File: config.mk
export PLATFORM = sky130hd
export DESIGN_NAME = mux4_rr_arbiter
export DESIGN_NICKNAME = d
export VERILOG_FILES = /design/src/rtl/mux4_rr_arbiter.sv
export SDC_FILE = /design/constraint.sdc
export NUM_CORES = 1
export LEC_CHECK = 0
export BUFFER_PORTS_ARGS = -buffer_cell sky130_fd_sc_hd__buf_2
export CORE_ASPECT_RATIO = 1.5
export CORE_MARGIN = 2
export CORE_UTILIZATION = 46
export DETAILED_ROUTE_END_ITERATION = 10
export PLACE_DENSITY_LB_ADDON = 0.12
export SLEW_MARGIN = 30
export SYNTH_ARGS = -nofsm -noshare
export SYNTH_HDL_FRONTEND = slang
export SYNTH_SLANG_ARGS = --single-unit
File: constraint.sdc
create_clock -name clock_i -period 2.4 [get_ports clock_i]
set_clock_uncertainty 0.1 [all_clocks]
set_input_delay 0.48 -clock clock_i [delete_from_list [all_inputs] [get_ports clock_i]]
set_output_delay 0.48 -clock clock_i [all_outputs]
set_load 0.005 [all_outputs]
File: src/rtl/mux4_rr_arbiter.sv
// Round-robin arbiter that shares one BITS-wide 4:1 bus among four requesters.
// It registers a one-hot grant and a bus select, and it forwards the granted source's data to a registered output.
module mux4_rr_arbiter #(
  parameter int BITS     = 4,
  parameter int MAX_HOLD = 8
) (
  input  logic            clock_i,
  input  logic            reset_i,
  input  logic [3:0]      req_i,
  input  logic [BITS-1:0] d0_i,
  input  logic [BITS-1:0] d1_i,
  input  logic [BITS-1:0] d2_i,
  input  logic [BITS-1:0] d3_i,
  output logic [3:0]      grant_o,
  output logic [1:0]      sel_o,
  output logic [BITS-1:0] data_out_o,
  output logic            data_valid_o,
  output logic            busy_o
);

  localparam int HOLD_W = (MAX_HOLD > 1) ? $clog2(MAX_HOLD) : 1;
  localparam logic [HOLD_W-1:0] HOLD_LAST = HOLD_W'(MAX_HOLD - 1);

  typedef enum logic {
    IDLE  = 1'b0,
    ATIVO = 1'b1
  } state_t;

  state_t            state_q, state_d;
  logic [1:0]        ptr_q, ptr_d;
  logic [3:0]        grant_q, grant_d;
  logic [1:0]        sel_q, sel_d;
  logic [HOLD_W-1:0] hold_cnt_q, hold_cnt_d;
  logic              busy_q, busy_d;
  logic [BITS-1:0]   data_out_q, data_out_d;
  logic              data_valid_q, data_valid_d;

  logic [BITS-1:0]   src [4];
  logic [3:0]        req_rot;
  logic [3:0]        owner_oh;
  logic [3:0]        winner_oh;
  logic [1:0]        offset;
  logic [1:0]        winner;
  logic              any_req;
  logic              others_pending;
  logic              at_limit;
  logic              release_grant;

  assign src[0] = d0_i;
  assign src[1] = d1_i;
  assign src[2] = d2_i;
  assign src[3] = d3_i;

  // req_rot[k] is the request at position ptr+k. The lowest set bit of req_rot is the round-robin winner.
  for (genvar gi = 0; gi < 4; gi++) begin : g_rot
    assign req_rot[gi]   = req_i[ptr_q + 2'(gi)];
    assign owner_oh[gi]  = (sel_q == 2'(gi));
    assign winner_oh[gi] = (winner == 2'(gi));
  end

  always_comb begin
    offset = 2'd0;
    for (int k = 3; k >= 0; k--) begin
      if (req_rot[k]) offset = 2'(k);
    end
  end

  assign winner         = ptr_q + offset;
  assign any_req        = |req_i;
  assign others_pending = |(req_i & ~owner_oh);
  assign at_limit       = (hold_cnt_q == HOLD_LAST);
  assign release_grant  = !req_i[sel_q] || (at_limit && others_pending);

  always_ff @(posedge clock_i) begin
    if (reset_i) state_q <= IDLE;
    else         state_q <= state_d;
  end

  always_comb begin
    state_d = state_q;
    case (state_q)
      IDLE:    if (any_req)       state_d = ATIVO;
      ATIVO:   if (release_grant) state_d = IDLE;
      default: state_d = IDLE;
    endcase
  end

  always_comb begin
    grant_d    = grant_q;
    sel_d      = sel_q;
    ptr_d      = ptr_q;
    hold_cnt_d = hold_cnt_q;
    busy_d     = busy_q;
    case (state_q)
      IDLE: begin
        if (any_req) begin
          grant_d    = winner_oh;
          sel_d      = winner;
          hold_cnt_d = '0;
          busy_d     = 1'b1;
        end else begin
          grant_d = 4'b0000;
          busy_d  = 1'b0;
        end
      end
      ATIVO: begin
        if (release_grant) begin
          grant_d = 4'b0000;
          ptr_d   = sel_q + 2'd1;
          busy_d  = 1'b0;
        end else if (!at_limit) begin
          hold_cnt_d = hold_cnt_q + 1'b1;
        end
      end
      default: begin
        grant_d = 4'b0000;
        busy_d  = 1'b0;
      end
    endcase
  end

  // The data path samples the registered grant, so data lags the grant by one cycle.
  always_comb begin
    data_valid_d = (state_q == ATIVO) && (grant_q != 4'b0000);
    data_out_d   = data_valid_d ? src[sel_q] : data_out_q;
  end

  always_ff @(posedge clock_i) begin
    if (reset_i) begin
      ptr_q        <= 2'd0;
      grant_q      <= 4'b0000;
      sel_q        <= 2'd0;
      hold_cnt_q   <= '0;
      busy_q       <= 1'b0;
      data_out_q   <= '0;
      data_valid_q <= 1'b0;
    end else begin
      ptr_q        <= ptr_d;
      grant_q      <= grant_d;
      sel_q        <= sel_d;
      hold_cnt_q   <= hold_cnt_d;
      busy_q       <= busy_d;
      data_out_q   <= data_out_d;
      data_valid_q <= data_valid_d;
    end
  end

  assign grant_o      = grant_q;
  assign sel_o        = sel_q;
  assign data_out_o   = data_out_q;
  assign data_valid_o = data_valid_q;
  assign busy_o       = busy_q;

  a_grant_onehot0 : assert property (@(posedge clock_i) disable iff (reset_i) $onehot0(grant_q));
  a_busy_state    : assert property (@(posedge clock_i) disable iff (reset_i) busy_q == (state_q == ATIVO));

endmodule

Word-level counts from Yosys, hierarchy flattened
Cells that the tools add are included.
{ "word_totals": {"output_inout_bits": 12, "mem_bits_ro": 0, "ramBits": 0, "latchBits": 0, "regBits": 18, "input_bits": 22, "n_memories": 0, "word_cells": 76} }
{ "classes": {"reduce_logical": 12, "addsub": 6, "n_div": 0, "n_lt_le_gt_ge": 6, "eq_ne": 11, "shifts": 0, "n_mux": 29, "n_mul": 0, "n_bitwise": 4} }
{ "op_table": {"columns": ["cell", "n"], "rows": [
  ["$mux W4", 4],
  ["$lt A2 B3 Y1 const B", 5],
  ["$bmux W1 S2", 5],
  ["$mux W3", 3],
  ["$bmux W4 S2", 1],
  ["$eq A2 B2 Y1 const B", 4],
  ["$mux W1", 8],
  ["$mux W2", 4],
  ["$pmux W4 S2", 1],
  ["$reduce_or A4 Y1", 2],
  ["$ne A2 B2 Y1 const B", 3],
  ["$pmux W3 S2", 1],
  ["$add A2 B1 Y2 const B", 2],
  ["$add A2 B2 Y2 const B", 2],
  ["$and A4 B4 Y4", 1],
  ["$eq A2 B1 Y1 const B", 2],
  ["$logic_not A2 Y1", 2],
  ["$not A4 Y4", 1],
  ["$pmux W1 S2", 2],
  ["$reduce_and A2 Y1", 2],
  ["$reduce_bool A4 Y1", 1],
  ["$add A3 B1 Y3 const B", 1],
  ["$eq A3 B3 Y1 const B", 1],
  ["$ge A3 B3 Y1 const B", 1],
  ["8 further kinds", 9]
]} }

Longest topological paths before layout
{ "logic_depth": {"word_depth": 11, "mapped_depth": 11, "depth_no_buf": 10} }

Least setup slack after synthesis
OpenSTA, ideal clock, no wires.
{ "synth_timing": {"path_kind": "in2reg", "start": "input req_i[2]", "end": "register grant_q[3], in the netlist grant_o[3]", "required_ps": 2238, "n_path_buf": 1, "setup_ps": 62, "arrival_ps": 2091, "setup_slack_ps": 146, "path_stages": 11, "cell_sequence": "buf_2 -> inv_1 -> nor3_1 -> a211oi_1 -> a31oi_1 -> a211o_1 -> ha_1 -> xor2_1 -> nor4b_1 -> o21ai_0 -> nand3_1"} }
{ "synth_via": {"elab_chain_len": 10, "word_cells_on_any_way": 25, "classes_between": "add/sub (1); eq/ne (2); mux (16); bitwise (1); reduce/logical (5)"} }
{ "synth_lines": {"columns": ["item", "line", "rtl"], "rows": [
  ["from (decl)", "9", "input logic [3:0] req_i,"],
  ["$bmux W1 S2", "56", "assign req_rot[gi] = req_i[ptr_q + 2'(gi)];"],
  ["$mux W1 (not written as such)", "56", null],
  ["$mux W2 (4 in a row)", "64", "if (req_rot[k]) offset = 2'(k);"],
  ["$add A2 B2 Y2", "68", "assign winner = ptr_q + offset;"],
  ["$eq A2 B2 Y1", "58", "assign winner_oh[gi] = (winner == 2'(gi));"],
  ["$mux W4", "96", "if (any_req) begin"],
  ["$pmux W4 S2", "94", "case (state_q)"],
  ["to (signal assigned)", "139", "grant_q <= grant_d;"],
  ["to (decl)", "31", "logic [3:0] grant_q, grant_d;"]
]} }
Parallel ways exist; a longest one is shown, timed or not. The select of a mux whose other input is x is not followed.
A chain may end at the register's enable or synchronous reset.

Final worst setup path
{ "layout_timing": {"start": "register ptr_q[0]", "end": "register grant_q[0], in the netlist grant_o[0]"} }
{ "layout_via": {"elab_chain_len": 11, "word_cells_on_any_way": 19, "classes_between": "add/sub (4); mux (14); reduce/logical (1)"} }
{ "layout_lines": {"columns": ["item", "line", "rtl"], "rows": [
  ["from (decl)", "30", "logic [1:0] ptr_q, ptr_d;"],
  ["from (signal assigned)", "138", "ptr_q <= ptr_d;"],
  ["$add A2 B2 Y2", "56", null],
  ["$bmux W1 S2", "56", null],
  ["$mux W1 (not written as such)", "56", null],
  ["$mux W2 (4 in a row)", "64", null],
  ["$add A2 B2 Y2 *", "68", null],
  ["net winner[0]", "43", "logic [1:0] winner;"],
  ["$logic_not A2 Y1 *", "58", null],
  ["$mux W4 *", "96", null],
  ["$pmux W4 S2 *", "94", null]
]} }
Mark *: on every way through the listed nets, which the timed path passes. The rest lies on a longest branch. The select of a mux whose other input is x is not followed.

==> flow_metrics.env <==
export IMPL_synth_seq_cells=18
export IMPL_synth_top_area_cell="dfxtp_1"
export IMPL_multi_input_comb_area_um2=776
export IMPL_first_pass_iters=4
export IMPL_cts_tree="yes"
export IMPL_dp_hpwl_um=2130
export IMPL_fin_crit_sh_pct=90.4
export IMPL_cp_start_kind="flip-flop"
export IMPL_flow_area_growth_from_synthesis_pct=18.0
export IMPL_synth_edff_count=0
export IMPL_die_w_um=46.2
export IMPL_setup_viol=0
export IMPL_die_area_mm2=0.00311
export IMPL_grt_pass1_vias=1034
export IMPL_cts_reportedPaths_clkPinSlew_ps=70
export IMPL_combPwrFrac_pct=29.6
export IMPL_ys_types=41
export IMPL_dp_slack_ps=27.9
export IMPL_cts_buffers=3
export IMPL_cts_resized=0
export IMPL_postSynthAreaPerCell_um2=8.72
export IMPL_power_uw=879
export IMPL_worst_hold_path_endpoint="data_out_o[1]"
export IMPL_drive_gt1_share_pct=31.0
export IMPL_max_stage_delay_ps=400
export IMPL_coreArea_mm2=0.00262
export IMPL_crit_buf_inv=1
export IMPL_swShare_pct=30.7
export IMPL_synth_ff_type="dfxtp_1"
export IMPL_grt_max_degree=20
export IMPL_hold_ws_ps=396
export IMPL_gr_usage_all_layers_pct=19.5
export IMPL_ff_latch_area_um2=360
export IMPL_synth_top_area_share_pct=29.3
export IMPL_drt_initial_drc_count=37
export IMPL_root_buffer="clkbuf_8"
export IMPL_antenna_found_initial=0
export IMPL_yosysWarnings=0
export IMPL_via_count=1137
export IMPL_yosysMostFrequentCell="nor2_1"
export IMPL_die_y_um=67.3
export IMPL_finalMaxSlewViolations=0
export IMPL_synth_area_mm2=0.00123
export IMPL_worst_pin_slew_ps=519
export IMPL_hp_class="flip-flop to flip-flop"
export IMPL_relSlewSlack_pct=65.3
export IMPL_htreeDepth=1
export IMPL_reg2reg_slack_ps=230
export IMPL_clock_sinks=18
export IMPL_peakVddDrop_mv=0.494
export IMPL_viasPerCell=5.47
export IMPL_wl_per_cell_um=13.0
export IMPL_num_fill_cells=246
export IMPL_nNetsFinal=201
export IMPL_critical_path_class="flip-flop to flip-flop"
export IMPL_synth_common_cells="nor2_1 (19), dfxtp_1 (18), nand2_1 (12), nand3_1 (12), ha_1 (7)"
export IMPL_p_clk_share_pct=27.7
export IMPL_synth_nets=170
export IMPL_crit_path_max_fanout=5
export IMPL_n_antenna_cell=0
export IMPL_finalHoldViolations=0
export IMPL_start_util_pct=47.0
export IMPL_seqPwrFrac_pct=42.7
export IMPL_post_route_util_pct=55.4
export IMPL_async_flop_share_pct=0
export IMPL_cp_cell_sequence="inv_1 -> nor3_1 -> a211oi_1 -> a31oi_1 -> a211o_1 -> ha_1 -> nor4_1 -> o21ai_0 -> nand3_1"
export IMPL_cts_setup_buffers=0
export IMPL_end_kind="flip-flop"
export IMPL_required_ps=2490
export IMPL_grt_pass1_wl_um=4430
export IMPL_cp_slowest_cell="nor4_1"
export IMPL_p_int_uw=609
export IMPL_cts_hold_buf=0
export IMPL_rows=23
export IMPL_status="finished, final reports clean"
export IMPL_hold_start="data_out_o[1]"
export IMPL_ys_top_cells_by_area="dfxtp_1 (29%), mux4_2 (9.2%), ha_1 (7.1%)"
export IMPL_p_switching_uw=270
export IMPL_drc_errors=0
export IMPL_grt_overflow=0
export IMPL_place_gp_congestion=0.765
export IMPL_r2r_start="ptr_q[0]"
export IMPL_fmaxAchievable_ghz=0.461
export IMPL_clock_latency_ps=250
export IMPL_cts_buffer_depth=2
export IMPL_critical_path_top_delay_family="compound AO/OA/AOI/OAI gates"
export IMPL_final_setup_tns_ps=0
export IMPL_rsz0062_at_grt="false"
export IMPL_io_pins=34
export IMPL_io_buffer_count=33
export IMPL_finalCriticalPeriod_ps=2170
export IMPL_hold_depth=2
export IMPL_syn_inst=141
export IMPL_power_density_mw_per_mm2=606
export IMPL_ant_nets=0
export IMPL_p_leak_nw=0.666
export IMPL_worst_slack_ps=231
export IMPL_r2r_cells=9
export IMPL_crit_arrival_ps=2260
export IMPL_cap_violations=0
export IMPL_yosysSeqAreaShare_pct=29.3
export IMPL_path_depth=9
export IMPL_reg2reg_to="grant_o[0]"
export IMPL_routed_wl_um=2710
[sequential cells by signal, summed over array words and instances (netlist names)]
name / count
sel_o: 2
busy_o: 1
data_out_o: 4
state_q: 1
hold_cnt_q: 3
data_valid_o: 1
grant_o: 4
ptr_q: 2
[power groups by stage]
| stage | clock network (mW) | logic [mW] | registers [mW] |
|---|---|---|---|
| final | 0.244 | 0.260 | 0.375 |
| after global routing | 0.264 | 0.289 | 0.381 |
| after CTS | 0.254 | 0.262 | 0.376 |
| after detailed placement | 0 | 0.261 | 0.383 |
| after global placement | 0 | 0.257 | 0.382 |
| after floorplan | 0 | 0.214 | 0.359 |
[metal layers]
metal / global-route usage (%) / up-vias / wire length (um)
met1: 21.2 / 528 / 1140
li1: - / 569 / -
met3: 3.21 / 5 / 109
met5: 0 / - / 0
met2: 35.2 / 35 / 1410
met4: 8.93 / 0 / 44
[tightest hold or removal path, delay by kind of cell, from the launching register on]
kind             cells  cell delay [ps]
flip-flops           1              320
AND/OR/NAND/NOR      1               70
multiplexers         1               70
[cell type report]
cell class,instances,area share (%)
Clock buffer,4,3.79
Inverter,5,1.29
Multi-Input combinational cell,107,53.4
Sequential cell,18,24.8
Tap cell,37,3.19
Timing Repair Buffer,37,13.4
[worst max-delay path by stage]
stage                        start         end  slack [ps]
after global placement    req_i[2]  grant_o[0]          50
final                     ptr_q[0]  grant_o[0]         230
after global routing      ptr_q[0]  grant_o[1]          90
after CTS                 ptr_q[0]  grant_o[3]         270
after floorplan           req_i[2]  grant_o[3]         150
after detailed placement  req_i[2]  grant_o[3]          30
[through the flow]
stage,std cells,instance area (um2)
after floorplan,141,1230
after global placement,204,1400
after detailed placement,204,1400
after CTS,208,1450
after global routing,208,1450
final,208,1450
[cells by family (layout without fill, tap and decap cells)]
kind of cell	Yosys count	in the layout	synth area share (%)
AOI/OAI and AO/OA	30	30	17.8
xor gates and xnor gates	2	2	1.42
muxes	11	11	14.0
and+or+nand+nor	57	57	22.7
buffers and inverters	16	46	7.63
adders and majority gates	7	7	7.12
DFF	18	18	29.3
[layout by cell type (no fill, tap or decap), types with 2 or more instances in the layout]
master	instances
a21oi_1	4
a22oi_1	2
a31oi_1	2
buf_2	33
buf_4	4
clkbuf_8	4
dfxtp_1	18
ha_1	7
inv_1	4
mux2i_1	6
mux4_2	5
nand2_1	12
nand3_1	12
nor2_1	19
nor2b_1	4
nor3_1	2
nor4_1	3
nor4b_1	2
o211ai_1	2
o21ai_0	5
o21ai_1	3
No activity file was read; power rests on OpenSTA's default activity.
